File: src/rtl/mem_port_arbiter.sv
// rtl/mem_port_arbiter.sv - one-outstanding IF/M memory bus arbiter, data-first priority
module mem_port_arbiter #(
    parameter int unsigned TIMEOUT = 255
) (
    input  logic        clock,
    input  logic        reset,
    input  logic        IF_Req,
    input  logic [31:0] IF_Addr,
    output logic [31:0] IF_RData,
    output logic        IF_Ready,
    output logic        IF_Stall,
    input  logic        M_MemRead,
    input  logic        M_MemWrite,
    input  logic [31:0] M_Addr,
    input  logic [31:0] M_WData,
    input  logic [3:0]  M_ByteEn,
    output logic [31:0] M_RData,
    output logic        M_Ready,
    output logic        M_Stall,
    output logic        Mem_Req,
    output logic        Mem_Wr,
    output logic [29:0] Mem_Addr,
    output logic [31:0] Mem_WData,
    output logic [3:0]  Mem_BE,
    input  logic        Mem_Ack,
    input  logic [31:0] Mem_RData,
    output logic        Bus_Err
);

    typedef enum logic [2:0] {IDLE, D_WAIT, D_DONE, I_WAIT, I_DONE} state_t;

    state_t state, state_next;
    logic   m_req;
    logic   load_d, load_i, cap_d, cap_i;
    logic   tmo_hit, tmo_fire;
    logic   unused_addr_lsbs;

    assign m_req            = M_MemRead | M_MemWrite;
    assign unused_addr_lsbs = &{1'b0, IF_Addr[1:0], M_Addr[1:0]};

    assign Mem_Req  = (state == D_WAIT) || (state == I_WAIT);
    assign M_Ready  = (state == D_DONE);
    assign IF_Ready = (state == I_DONE);
    assign M_Stall  = m_req  & (state != D_DONE);
    assign IF_Stall = IF_Req & (state != I_DONE);

    always_ff @(posedge clock or posedge reset) begin
        if (reset) begin
            state <= IDLE;
        end else begin
            state <= state_next;
        end
    end

    always_comb begin
        state_next = state;
        load_d     = 1'b0;
        load_i     = 1'b0;
        cap_d      = 1'b0;
        cap_i      = 1'b0;
        tmo_fire   = 1'b0;
        case (state)
            IDLE: begin
                if (m_req) begin
                    load_d     = 1'b1;
                    state_next = D_WAIT;
                end else if (IF_Req) begin
                    load_i     = 1'b1;
                    state_next = I_WAIT;
                end
            end
            D_WAIT: begin
                if (Mem_Ack) begin
                    cap_d      = 1'b1;
                    state_next = D_DONE;
                end else if (tmo_hit) begin
                    tmo_fire   = 1'b1;
                    state_next = D_DONE;
                end
            end
            I_WAIT: begin
                if (Mem_Ack) begin
                    cap_i      = 1'b1;
                    state_next = I_DONE;
                end else if (tmo_hit) begin
                    tmo_fire   = 1'b1;
                    state_next = I_DONE;
                end
            end
            D_DONE:  state_next = IDLE;
            I_DONE:  state_next = IDLE;
            default: state_next = IDLE;
        endcase
    end

    always_ff @(posedge clock or posedge reset) begin
        if (reset) begin
            Mem_Addr  <= '0;
            Mem_Wr    <= 1'b0;
            Mem_WData <= '0;
            Mem_BE    <= '0;
            M_RData   <= '0;
            IF_RData  <= '0;
        end else begin
            if (load_d) begin
                Mem_Addr  <= M_Addr[31:2];
                Mem_Wr    <= M_MemWrite;
                Mem_WData <= M_WData;
                Mem_BE    <= M_MemWrite ? M_ByteEn : 4'hF;
            end else if (load_i) begin
                Mem_Addr  <= IF_Addr[31:2];
                Mem_Wr    <= 1'b0;
                Mem_BE    <= 4'hF;
            end
            if (cap_d && !Mem_Wr) begin
                M_RData <= Mem_RData;
            end
            if (cap_i) begin
                IF_RData <= Mem_RData;
            end
        end
    end

`ifdef ARB_TIMEOUT_EN
    localparam int CW = (TIMEOUT < 1) ? 1 : $clog2(TIMEOUT + 1);

    logic [CW-1:0] wait_cnt;

    assign tmo_hit = (wait_cnt == CW'(TIMEOUT - 1));

    always_ff @(posedge clock or posedge reset) begin
        if (reset) begin
            wait_cnt <= '0;
            Bus_Err  <= 1'b0;
        end else begin
            if (load_d || load_i) begin
                wait_cnt <= '0;
            end else if (Mem_Req && !Mem_Ack) begin
                wait_cnt <= wait_cnt + 1'b1;
            end
            Bus_Err <= tmo_fire;
        end
    end
`else
    assign tmo_hit = 1'b0;
    assign Bus_Err = 1'b0;
`endif

endmodule

File: config.mk
export PLATFORM = sky130hd
export DESIGN_NAME = mem_port_arbiter
export DESIGN_NICKNAME = d
export VERILOG_FILES = /design/src/rtl/mem_port_arbiter.sv
export SDC_FILE = /design/constraint.sdc
export NUM_CORES = 1
export LEC_CHECK = 0
export BUFFER_PORTS_ARGS = -buffer_cell sky130_fd_sc_hd__buf_2
export CAP_MARGIN = 20
export CORE_MARGIN = 5
export CORE_UTILIZATION = 43
export DETAILED_ROUTE_END_ITERATION = 16
export GPL_ROUTABILITY_DRIVEN = 0
export GPL_TIMING_DRIVEN = 0
export PLACE_DENSITY = 0.76
export SLEW_MARGIN = 5
export SYNTH_ARGS = -nofsm -noshare
export SYNTH_HDL_FRONTEND = slang
export SYNTH_SLANG_ARGS = --single-unit
File: constraint.sdc
create_clock -name clock -period 4.3 [get_ports clock]
set_input_delay 0.215 -clock clock [delete_from_list [all_inputs] [get_ports clock]]
set_output_delay 0.215 -clock clock [all_outputs]
set_load 0.01 [all_outputs]
* After elaboration in Yosys (flattened, before gate mapping)
Cells that the tools add are included.
Word-level totals: input port bits 138, output and inout port bits 137, word-level logic and storage cells 45, register bits 134
Cells by class: mux-type cells 20, equality and inequality tests 9, bitwise gates (word level) 3, reduce and logical (&&, ||, !) cells 6
Operators with widths (count):
- two-way mux 30 bit | 2
- two-way mux 3 bit | 4
- two-way mux 4 bit | 3
- two-way mux 1 bit | 10
- case mux 3 bit (3 select lines) | 1
- == test 3 x 2 -> 1 bit, second input constant | 2
- != test 3 bit, second input constant | 2
- != test 2 bit, second input constant | 2
- == test 3 x 1 -> 1 bit, second input constant | 1
- == test 3 bit, second input constant | 1
- logical NOT 3 bit | 1
- != test 3 x 2 -> 1 bit, second input constant | 1
- AND reduction 3 bit | 1
- bitwise AND 1 bit | 2
- nonzero test 2 bit | 1
- logical AND 1 bit | 1
- logical NOT 1 bit | 1
- logical OR 1 bit | 1
- OR 1 bit | 1

* Longest topological paths before layout
Gate-level depths: netlist of run 1.
word-level depth 5, mapped depth 6, depth with buffers taken out 3

* Least setup slack after synthesis of run 1
OpenSTA, ideal clock, no wires.
path type register to register, start register state[1], end register Mem_WData[0], path slack 2.653 ns, clock period less this slack 1.647 ns, buffers on the path 3, required time 4.173 ns, arrival 1.520 ns, stages on the path, launching flop included 7, setup time 0.127 ns, cell sequence dfrtp_1 > buf_2 > nor3_4 > nor2b_1 > buf_4 > buf_12 > mux2_1
Between the ends: longest elaborated chain between the ends 2
RTL lines:
- start: declaration | line 32 | state_t state, state_next;
- start signal: assignment | line 51 | state <= state_next;
- logical NOT 3 bit | line 62 | case (state)
- two-way mux 1 bit | line 62
- end signal: assignment | line 108 | Mem_WData <= M_WData;
- end: declaration | line 23 | output logic [31:0] Mem_WData,
Every way passes these cells. A chain may end at the register's enable or synchronous reset.

* Final worst setup path of run 1
start register state[1], end register Mem_WData[15]
The elaborated chain is that of the path after synthesis.

==> impl_metrics.py, run 1 <==
metrics = {
    "placed_design": {
        "portBuffers": 269,
        "hpwl_um": 11100,
        "place_inst": 788,
    },
    "timing": {
        "setup_violations": 0,
        "rsz0062_at_grt": "false",
        "skew_ns": 0.00743,
        "worstMarginPinSlew_ns": 0.698,
        "hold_violations": 0,
        "fin_setup_tns_ns": 0,
        "clock.fmax_ghz": 0.518,
        "slew_headroom": 0.535,
        "finalMaxSlewViolations": 0,
        "finalCriticalPeriod_ns": 1.93,
        "timing.final.crit_share": 0.449,
        "whs_ns": 0.0255,
    },
    "worst_hold_path": {
        "hold_path_class": "input pin to flop",
        "hold_depth": 2,
    },
    "die": {
        "die_h_um": 123,
        "core-area_um2": 12500,
        "num_io_pins": 275,
        "dieArea_um2": 15000,
        "rows": 41,
        "initial_core_util": 0.435,
        "fp.dieW_um": 123,
    },
    "cells_and_area": {
        "postLayoutCoreUtil": 0.608,
        "fin_cells": 821,
        "drive_gt1_frac": 0.536,
        "areaGrowthSynthToFinish_pct": 39.8,
        "diodes": 0,
        "nets": 774,
    },
    "synthesis": {
        "mappedNetlistArea_um2": 5440,
        "synth_ff_type": "dfrtp_1",
        "syn_area_per_cell_um2": 15.7,
        "async_flop_share": 1.00,
        "synth_nets": 484,
        "synth_edf_count": 0,
        "ys_types": 27,
        "ys_seq_area_frac": 0.616,
        "synth-seq-cells": 134,
        "syn_inst": 346,
        "synth_warnings": 0,
    },
    "drt": {
        "routedWlPerCell_um": 17.3,
        "vias_per_cell": 4.89,
        "antenna_left": 0,
        "top_layer": "met4",
        "drt-initial-drc-count": 172,
        "met1_length_um": 5220,
        "wl_met3_um": 1120,
        "dr_total_vias": 4013,
        "drt_pass1_iterations": 4,
        "drc": 0,
        "drt_wl_total_um": 14200,
        "dr_wl_met2_um": 7520,
    },
    "clocking": {
        "cts_hold_buf": 1,
        "clock_tree.root_cell": "clkbuf_16",
        "htreeDepth": 4,
        "cts_setup_buffers": 0,
        "cts_tree": "yes",
        "cts_resized": 0,
        "cts_sinks": 134,
        "cts_buffers": 17,
        "clk_path_buf_depth": 2,
        "clk_pin_slew_ns": 0.06,
        "clkLatencyLatePin_ns": 0.41,
    },
    "global_routing": {
        "grt.total_usage": 0.190,
        "grt_overflow": 0,
        "grt_max_degree": 71,
        "grt_pass1_wl_um": 22000,
        "first_global_vias": 4371,
        "antenna_found_initial": 0,
    },
    "setup_path": {
        "ff2ff_path_depth": 6,
        "cp-end-kind": "flop",
        "path_class": "flop to flop",
        "arrival_ns": 2.21,
        "critPathLaunchType": "flop",
        "required_ns": 4.58,
        "cp_max_fo": 10,
    },
    "pwr": {
        "leakage_uw": 0.00366,
        "p_per_area_nw_per_um2": 787,
        "power_uw": 5990,
        "peakVddDrop_mv": 0.419,
    },
    "job": {
        "max_cap_violations": 0,
    },
    "status": {
        "status": "finished clean",
    },
}
==> per-stage QoR <==
step,area (µm²),setup WS [ns]
floorplan,5440,0.502
global placement,7010,-0.731
detailed placement,7040,2.33
CTS,7610,2.32
global route,7610,2.26
finish,7610,2.37
==> cells in the final DEF (no fill, tap or decap), drive strengths merged, types with 3 or more instances in the layout <==
| cell type | count |
|---|---|
| buf | 286 |
| inv | 6 |
| clkbuf | 27 |
| o22ai | 30 |
| a2bb2oi | 30 |
| clkinv | 7 |
| dfrtp | 134 |
| nand3b | 4 |
| o21a | 4 |
| clkinvlp | 3 |
| nor2 | 5 |
| mux2 | 97 |
==> logic make-up (layout without fill, tap and decap cells) <==
family	after synthesis	count (layout)	synth area share
buffers and inverters	28	331	0.0361
xor gates and xnor gates	1	1	0.00161
muxes	97	97	0.201
and+or+nand+nor	18	18	0.0234
AOI/OAI and AO/OA	67	67	0.122
DFF	134	134	0.616
other	1	1	0.000689
==> cell usage after synthesis, drive strengths merged (2+ instances only) <==
cell	count	area (µm²)
nand3b	4	30.0
nand3	2	20.0
nor2b	2	12.5
o21a	4	30.0
a2bb2oi	30	419
clkbuf	9	33.8
dfrtp	134	3350
mux2	97	1090
buf	16	151
inv	3	11.3
nor2	5	18.8
o22ai	30	188
==> final timing paths <==
kind / start / to / slack [ns]
setup / recovery: state[1]$_DFFE_PP0P_ / Mem_WData[15]$_DFFE_PP0P_ / 2.37
hold / removal: M_WData[18] / Mem_WData[18]$_DFFE_PP0P_ / 0.03
setup reg to reg: state[1]$_DFFE_PP0P_ / Mem_WData[15]$_DFFE_PP0P_ / 2.37
hold reg to reg: Mem_WData[22]$_DFFE_PP0P_ / Mem_WData[22]$_DFFE_PP0P_ / 0.48
max in group asynchronous: reset / Mem_BE[3]$_DFFE_PP0P_ / 3.10
min in group asynchronous: reset / M_RData[21]$_DFFE_PP0P_ / 0.45
==> layout make-up <==
| class | count | area [µm²] |
|---|---|---|
| Fill cell | 1045 | 4900 |
| Sequential cell | 134 | 3350 |
| Multi-Input combinational cell | 184 | 1890 |
| Timing Repair Buffer | 271 | 1380 |
| Clock buffer | 18 | 439 |
| Tap cell | 172 | 215 |
| Buffer | 25 | 185 |
| Clock inverter | 14 | 125 |
| Inverter | 3 | 16.3 |
==> critical path, stage by stage (launching register included) <==
cell     delay, ns
dfrtp_1       0.35
buf_2         0.17
nor3_4        0.43
nor2b_1       0.19
buf_4         0.19
buf_12        0.14
mux2_1        0.33
==> power by group <==
part	switching, µW	internal [µW]	total, µW	leakage, µW
clock	540	813	1350	0.000273
combinational	1190	1220	2410	0.00183
sequential	335	1900	2230	0.00156
total	2060	3930	5990	0.00366
==> registers in the layout (all words and copies together) (netlist names) <==
signal	count
IF_RData	32
M_RData	32
Mem_Addr	30
Mem_BE	4
Mem_WData	32
Mem_Wr	1
state	3
==> per-layer routing <==
metal / global-route usage / up-vias
met4: 0.0812 / 0
met3: 0.0544 / 20
li1: - / 1859
met1: 0.211 / 1962
met5: 0 / -
met2: 0.341 / 172
Power figures use the tool's default switching activity.
==> run 2: changes to the inputs <==
--- a/config.mk
+++ b/config.mk
@@ -5,14 +5,15 @@
 export SDC_FILE = /design/constraint.sdc
 export NUM_CORES = 1
 export LEC_CHECK = 0
+export ABC_AREA = 1
 export BUFFER_PORTS_ARGS = -buffer_cell sky130_fd_sc_hd__buf_2
 export CAP_MARGIN = 20
 export CORE_MARGIN = 5
-export CORE_UTILIZATION = 43
+export CORE_UTILIZATION = 42
 export DETAILED_ROUTE_END_ITERATION = 16
 export GPL_ROUTABILITY_DRIVEN = 0
 export GPL_TIMING_DRIVEN = 0
-export PLACE_DENSITY = 0.76
+export PLACE_DENSITY = 0.77
 export SLEW_MARGIN = 5
 export SYNTH_ARGS = -nofsm -noshare
 export SYNTH_HDL_FRONTEND = slang
==> constraint.sdc (replaced) <==
create_clock -name clock -period 1.62 [get_ports clock]
set_input_delay 0.081 -clock clock [delete_from_list [all_inputs] [get_ports clock]]
set_output_delay 0.081 -clock clock [all_outputs]
set_load 0.01 [all_outputs]
==> impl_metrics.py, run 2 <==
metrics = {
    "die": {
        "rows": 42,
        "fp.dieW_um": 126,
        "die_h_um": 126,
        "num_io_pins": 275,
        "initial_core_util": 0.428,
        "core-area_um2": 13200,
        "dieArea_um2": 15900,
    },
    "placed_design": {
        "hpwl_um": 12800,
        "pre_cts_slack_ns": 0.0560,
        "portBuffers": 269,
        "place_inst": 1099,
    },
    "cells_and_area": {
        "fillers": 945,
        "seq_area_um2": 3350,
        "multi_input_area_um2": 1840,
        "postLayoutCoreUtil": 0.689,
        "final_common_cell": "buf_2",
        "fin_cells": 1254,
        "nets": 1200,
        "reg.largest.list": "IF_RData x32, M_RData x32, Mem_WData x32",
        "areaGrowthSynthToFinish_pct": 61.0,
        "drive_gt1_frac": 0.358,
        "layout_common_cells": "buf_2, nand2_1, dfrtp_1",
    },
    "global_routing": {
        "first_global_vias": 6268,
        "antenna_found_initial": 0,
        "grt_overflow": 0,
        "grt.total_usage": 0.255,
        "grt_max_degree": 40,
        "grt_pass1_wl_um": 32400,
    },
    "timing": {
        "setup_violations": 0,
        "rsz0062_at_grt": "false",
        "worstMarginPinSlew_ns": 0.628,
        "finalMaxSlewViolations": 0,
        "skew_ns": 0.00564,
        "hold_violations": 0,
        "worst_slack_ns": 0.110,
        "whs_ns": 0.0182,
        "finalCriticalPeriod_ns": 1.51,
        "slew_headroom": 0.580,
        "clock.fmax_ghz": 0.662,
        "fin_setup_tns_ns": 0,
        "timing.final.crit_share": 0.932,
    },
    "drt": {
        "drt_pass1_iterations": 5,
        "dr_total_vias": 6004,
        "drt_wl_total_um": 20100,
        "drc": 0,
        "vias_per_cell": 4.79,
        "drt-initial-drc-count": 294,
        "routedWlPerCell_um": 16.1,
        "antenna_left": 0,
    },
    "clocking": {
        "cts_buffers": 17,
        "cts_tree": "yes",
        "cts_sinks": 134,
        "htreeDepth": 4,
        "clk_path_buf_depth": 2,
        "clkLatencyLatePin_ns": 0.41,
        "clk_pin_slew_ns": 0.06,
        "clock_tree.root_cell": "clkbuf_16",
    },
    "synthesis": {
        "ys_types": 20,
        "synth_top_area_share": 0.594,
        "async_flop_share": 1.00,
        "synth_commonest_cells": "nand2_1, dfrtp_1, inv_1",
        "yosysMostFrequentCell": "nand2_1",
        "syn_inst": 651,
        "synth_warnings": 0,
        "ys_top_cells_by_area": "dfrtp_1, nand2_1, inv_1, or2_2, o21ai_1",
        "ys_seq_area_frac": 0.594,
        "synth-seq-cells": 134,
        "synth.largest_area_cell": "dfrtp_1",
        "syn_area_per_cell_um2": 8.68,
        "synth_ff_type": "dfrtp_1",
        "synth_edf_count": 0,
        "synth_nets": 789,
        "mappedNetlistArea_um2": 5650,
    },
    "job": {
        "max_cap_violations": 0,
    },
    "setup_path": {
        "critPathLaunchType": "flop",
        "cp_max_fo": 10,
        "required_ns": 1.97,
        "path_class": "flop to flop",
        "r2r_slack_ns": 0.11,
        "arrival_ns": 1.86,
        "cp-end-kind": "flop",
    },
    "pwr": {
        "p_per_area_nw_per_um2": 1790,
        "peakVddDrop_mv": 1.03,
        "leakage_uw": 0.00519,
    },
    "status": {
        "status": "finished clean",
    },
    "worst_hold_path": {
        "hold_path_class": "input pin to flop",
    },
}
-- run 2: routing by layer --
metal	global-route usage	vias up	part of all wire
met5	0	-	0
met4	0.126	0	0.038
met3	0.0783	65	0.085
met2	0.432	338	0.50
met1	0.294	2787	0.38
li1	-	2814	-
-- run 2: timing repair --
action | in CTS | in global routing
setup endpoints to repair | 0 | 13
gates resized for setup | 0 | 6
hold buffers | 118 | 1
setup buffers | 0 | 1
endpoints found under the hold margin | 155 | 1
-- run 2: cell type report --
class                      count  share of cell area
antenna                        3            0.000826
tap                          176              0.0242
clock inverter                15              0.0189
clock buffer                  17              0.0468
inverter                      73              0.0305
sequential                   134               0.369
timing repair buffer         392               0.287
buffer                        32              0.0206
multi-input combinational    412               0.203
-- run 2: path summary, 6_finish.rpt --
| kind | cells after the start | endpoint | from |
|---|---|---|---|
| min in group asynchronous | 3 | Mem_Addr[6]$_DFFE_PP0P_ | reset |
| setup / recovery | 6 | Mem_Addr[16]$_DFFE_PP0P_ | state[2]$_DFFE_PP0P_ |
| hold / removal | 5 | Mem_Addr[19]$_DFFE_PP0P_ | IF_Addr[21] |
| hold reg to reg | 2 | Mem_BE[1]$_DFFE_PP0P_ | Mem_BE[1]$_DFFE_PP0P_ |
| max in group asynchronous | 5 | IF_RData[25]$_DFFE_PP0P_ | reset |
| setup reg to reg | 6 | Mem_Addr[16]$_DFFE_PP0P_ | state[2]$_DFFE_PP0P_ |
-- run 2: cell families (layout without fill, tap and decap cells) --
group                  count (synthesis)  after routing  share of synthesized area
DFF                                  134            134                      0.594
AOI/OAI and AO/OA                     70             70                     0.0700
and+or+nand+nor                      341            341                      0.254
buffers and inverters                105            529                     0.0813
other                                  1              4                   0.000664
-- run 2: through the flow --
stage / total power [µW] / area [µm²]
after global routing: 17300 / 9080
final: 16200 / 9090
after detailed placement: 12000 / 7280
after floorplan: 9230 / 5650
after CTS: 16200 / 9060
after global placement: 11800 / 7220
-- run 2: critical path, cell delays in order, from the launching register on --
cell and delay, ns:
dfrtp_1 0.46, nor2_4 0.17, nand2_2 0.09, nor2_4 0.15, buf_2 0.29, nand3_1 0.18
nand2_1 0.10
-- run 2: power by group --
group	switching, µW	internal [µW]
registers	877	4900
clock network	1560	2310
logic	4000	2600
total	6440	9800
==> run 3: changes to the inputs <==
--- a/config.mk
+++ b/config.mk
@@ -8,12 +8,13 @@
 export ABC_AREA = 1
 export BUFFER_PORTS_ARGS = -buffer_cell sky130_fd_sc_hd__buf_2
 export CAP_MARGIN = 20
-export CORE_MARGIN = 5
+export CORE_ASPECT_RATIO = 0.7
 export CORE_UTILIZATION = 42
 export DETAILED_ROUTE_END_ITERATION = 16
 export GPL_ROUTABILITY_DRIVEN = 0
 export GPL_TIMING_DRIVEN = 0
 export PLACE_DENSITY = 0.77
+export SKIP_CTS_REPAIR_TIMING = 1
 export SLEW_MARGIN = 5
 export SYNTH_ARGS = -nofsm -noshare
 export SYNTH_HDL_FRONTEND = slang
==> impl_metrics.py, run 3 (synthesized netlist as in run 2, its figures left out) <==
metrics = {
    "cells_and_area": {
        "layout_common_cells": "buf_2, nand2_1, dfrtp_1",
        "drive_gt1_frac": 0.368,
        "areaGrowthSynthToFinish_pct": 53.7,
        "diodes": 0,
        "reg.largest.list": "IF_RData x32, M_RData x32, Mem_WData x32",
        "fillers": 1028,
        "nets": 1164,
        "postLayoutCoreUtil": 0.661,
        "final_common_cell": "buf_2",
        "finalInstanceArea_um2": 8680,
    },
    "status": {
        "status": "complete, but fails checks",
        "violations": "negative hold slack",
    },
    "job": {
        "max_cap_violations": 0,
    },
    "drt": {
        "antenna_left": 0,
        "drt-initial-drc-count": 189,
        "drt_pass1_iterations": 4,
        "routedWlPerCell_um": 14.2,
        "drc": 0,
        "dr_total_vias": 5641,
        "drt_wl_total_um": 17100,
        "vias_per_cell": 4.69,
    },
    "clocking": {
        "htreeDepth": 4,
        "clkLatencyLatePin_ns": 0.41,
        "cts_tree": "yes",
        "clk_path_buf_depth": 2,
        "cts_sinks": 134,
        "clock_tree.root_cell": "clkbuf_16",
        "cts_buffers": 17,
        "clk_pin_slew_ns": 0.05,
    },
    "timing": {
        "skew_ns": 0.0120,
        "slew_headroom": 0.480,
        "timing.final.crit_share": 0.936,
        "fin_setup_tns_ns": 0,
        "hold_violations": 17,
        "finalCriticalPeriod_ns": 1.52,
        "whs_ns": -0.0331,
        "finalMaxSlewViolations": 0,
        "setup_violations": 0,
        "clock.fmax_ghz": 0.660,
        "worst_slack_ns": 0.104,
        "rsz0062_at_grt": "false",
        "worstMarginPinSlew_ns": 0.778,
    },
    "die": {
        "dieArea_um2": 13900,
        "num_io_pins": 275,
        "initial_core_util": 0.430,
        "die_h_um": 99.0,
        "core-area_um2": 13100,
        "fp.dieW_um": 141,
        "rows": 35,
    },
    "worst_hold_path": {
        "hold_path_class": "input pin to flop",
    },
    "global_routing": {
        "grt.total_usage": 0.224,
        "antenna_found_initial": 0,
        "grt_pass1_wl_um": 24300,
        "grt_overflow": 0,
        "first_global_vias": 4931,
        "grt_max_degree": 41,
    },
    "pwr": {
        "power_uw": 15700,
        "p_per_area_nw_per_um2": 1810,
        "peakVddDrop_mv": 0.933,
        "leakage_uw": 0.00502,
    },
    "setup_path": {
        "critPathLaunchType": "flop",
        "path_class": "flop to flop",
        "r2r_slack_ns": 0.10,
        "cp_max_fo": 10,
        "required_ns": 1.90,
        "cp-end-kind": "flop",
        "arrival_ns": 1.80,
    },
    "placed_design": {
        "place_area_um2": 7270,
        "portBuffers": 269,
        "pre_cts_slack_ns": 0.0367,
        "hpwl_um": 11200,
    },
}
run 3: cell count changes in the layout (fill, tap and decap cells not counted), sizes merged:
cell / change
buf: -1
clkinv: +3
bufinv: -1
clkbuf: +1
diode: -3
inv: -3
dlygate4sd3: -36
run 3: final timing paths:
path                                         startpoint                   endpoint  cells past startpoint
worst max-delay path               state[1]$_DFFE_PP0P_    Mem_Addr[7]$_DFFE_PP0P_                      7
worst min-delay path                         M_MemWrite         Mem_Wr$_DFFE_PP0P_                      3
worst max register to register     state[1]$_DFFE_PP0P_    Mem_Addr[7]$_DFFE_PP0P_                      7
worst min register to register  Mem_Addr[4]$_DFFE_PP0P_    Mem_Addr[4]$_DFFE_PP0P_                      2
max in group asynchronous                         reset    IF_RData[7]$_DFFE_PP0P_                      5
min in group asynchronous                         reset  Mem_WData[21]$_DFFE_PP0P_                      3
run 3: per-layer routing:
layer / vias to the layer above / GRT usage / wire length (µm)
met5: - / 0 / 0
met4: 0 / 0.0769 / 320
met3: 35 / 0.0583 / 1150
met2: 241 / 0.344 / 8230
met1: 2633 / 0.308 / 7430
li1: 2732 / - / -
run 3: layout make-up:
type	instances	area, µm²	area share
multi-input combinational	412	1840	0.212
buffer	32	190	0.0219
clock buffer	17	425	0.0490
inverter	73	280	0.0323
sequential	134	3350	0.386
timing repair buffer	356	2250	0.259
clock inverter	14	128	0.0147
tap	166	208	0.0239
run 3: metrics by stage:
step                      hold slack [ns]  std cells
after detailed placement            0.259       1089
after floorplan                     0.191        651
after CTS                          -0.188       1120
after global routing              0.00138       1204
final                             -0.0331       1204
after global placement              0.275       1086
run 3: critical path, stage by stage (launching register included):
cell and delay (ns):
dfrtp_1 0.44, nor2_4 0.20, nand2_2 0.10, nor2_4 0.24
inv_4 0.10, buf_4 0.18, nand2_1 0.07, nand2_1 0.06
run 3: power by group:
group	internal [µW]	leakage, µW	total (µW)	switching [µW]
Clock	2110	0.000262	3600	1490
Sequential	4900	0.00168	5770	867
Combinational	2550	0.00308	6380	3830
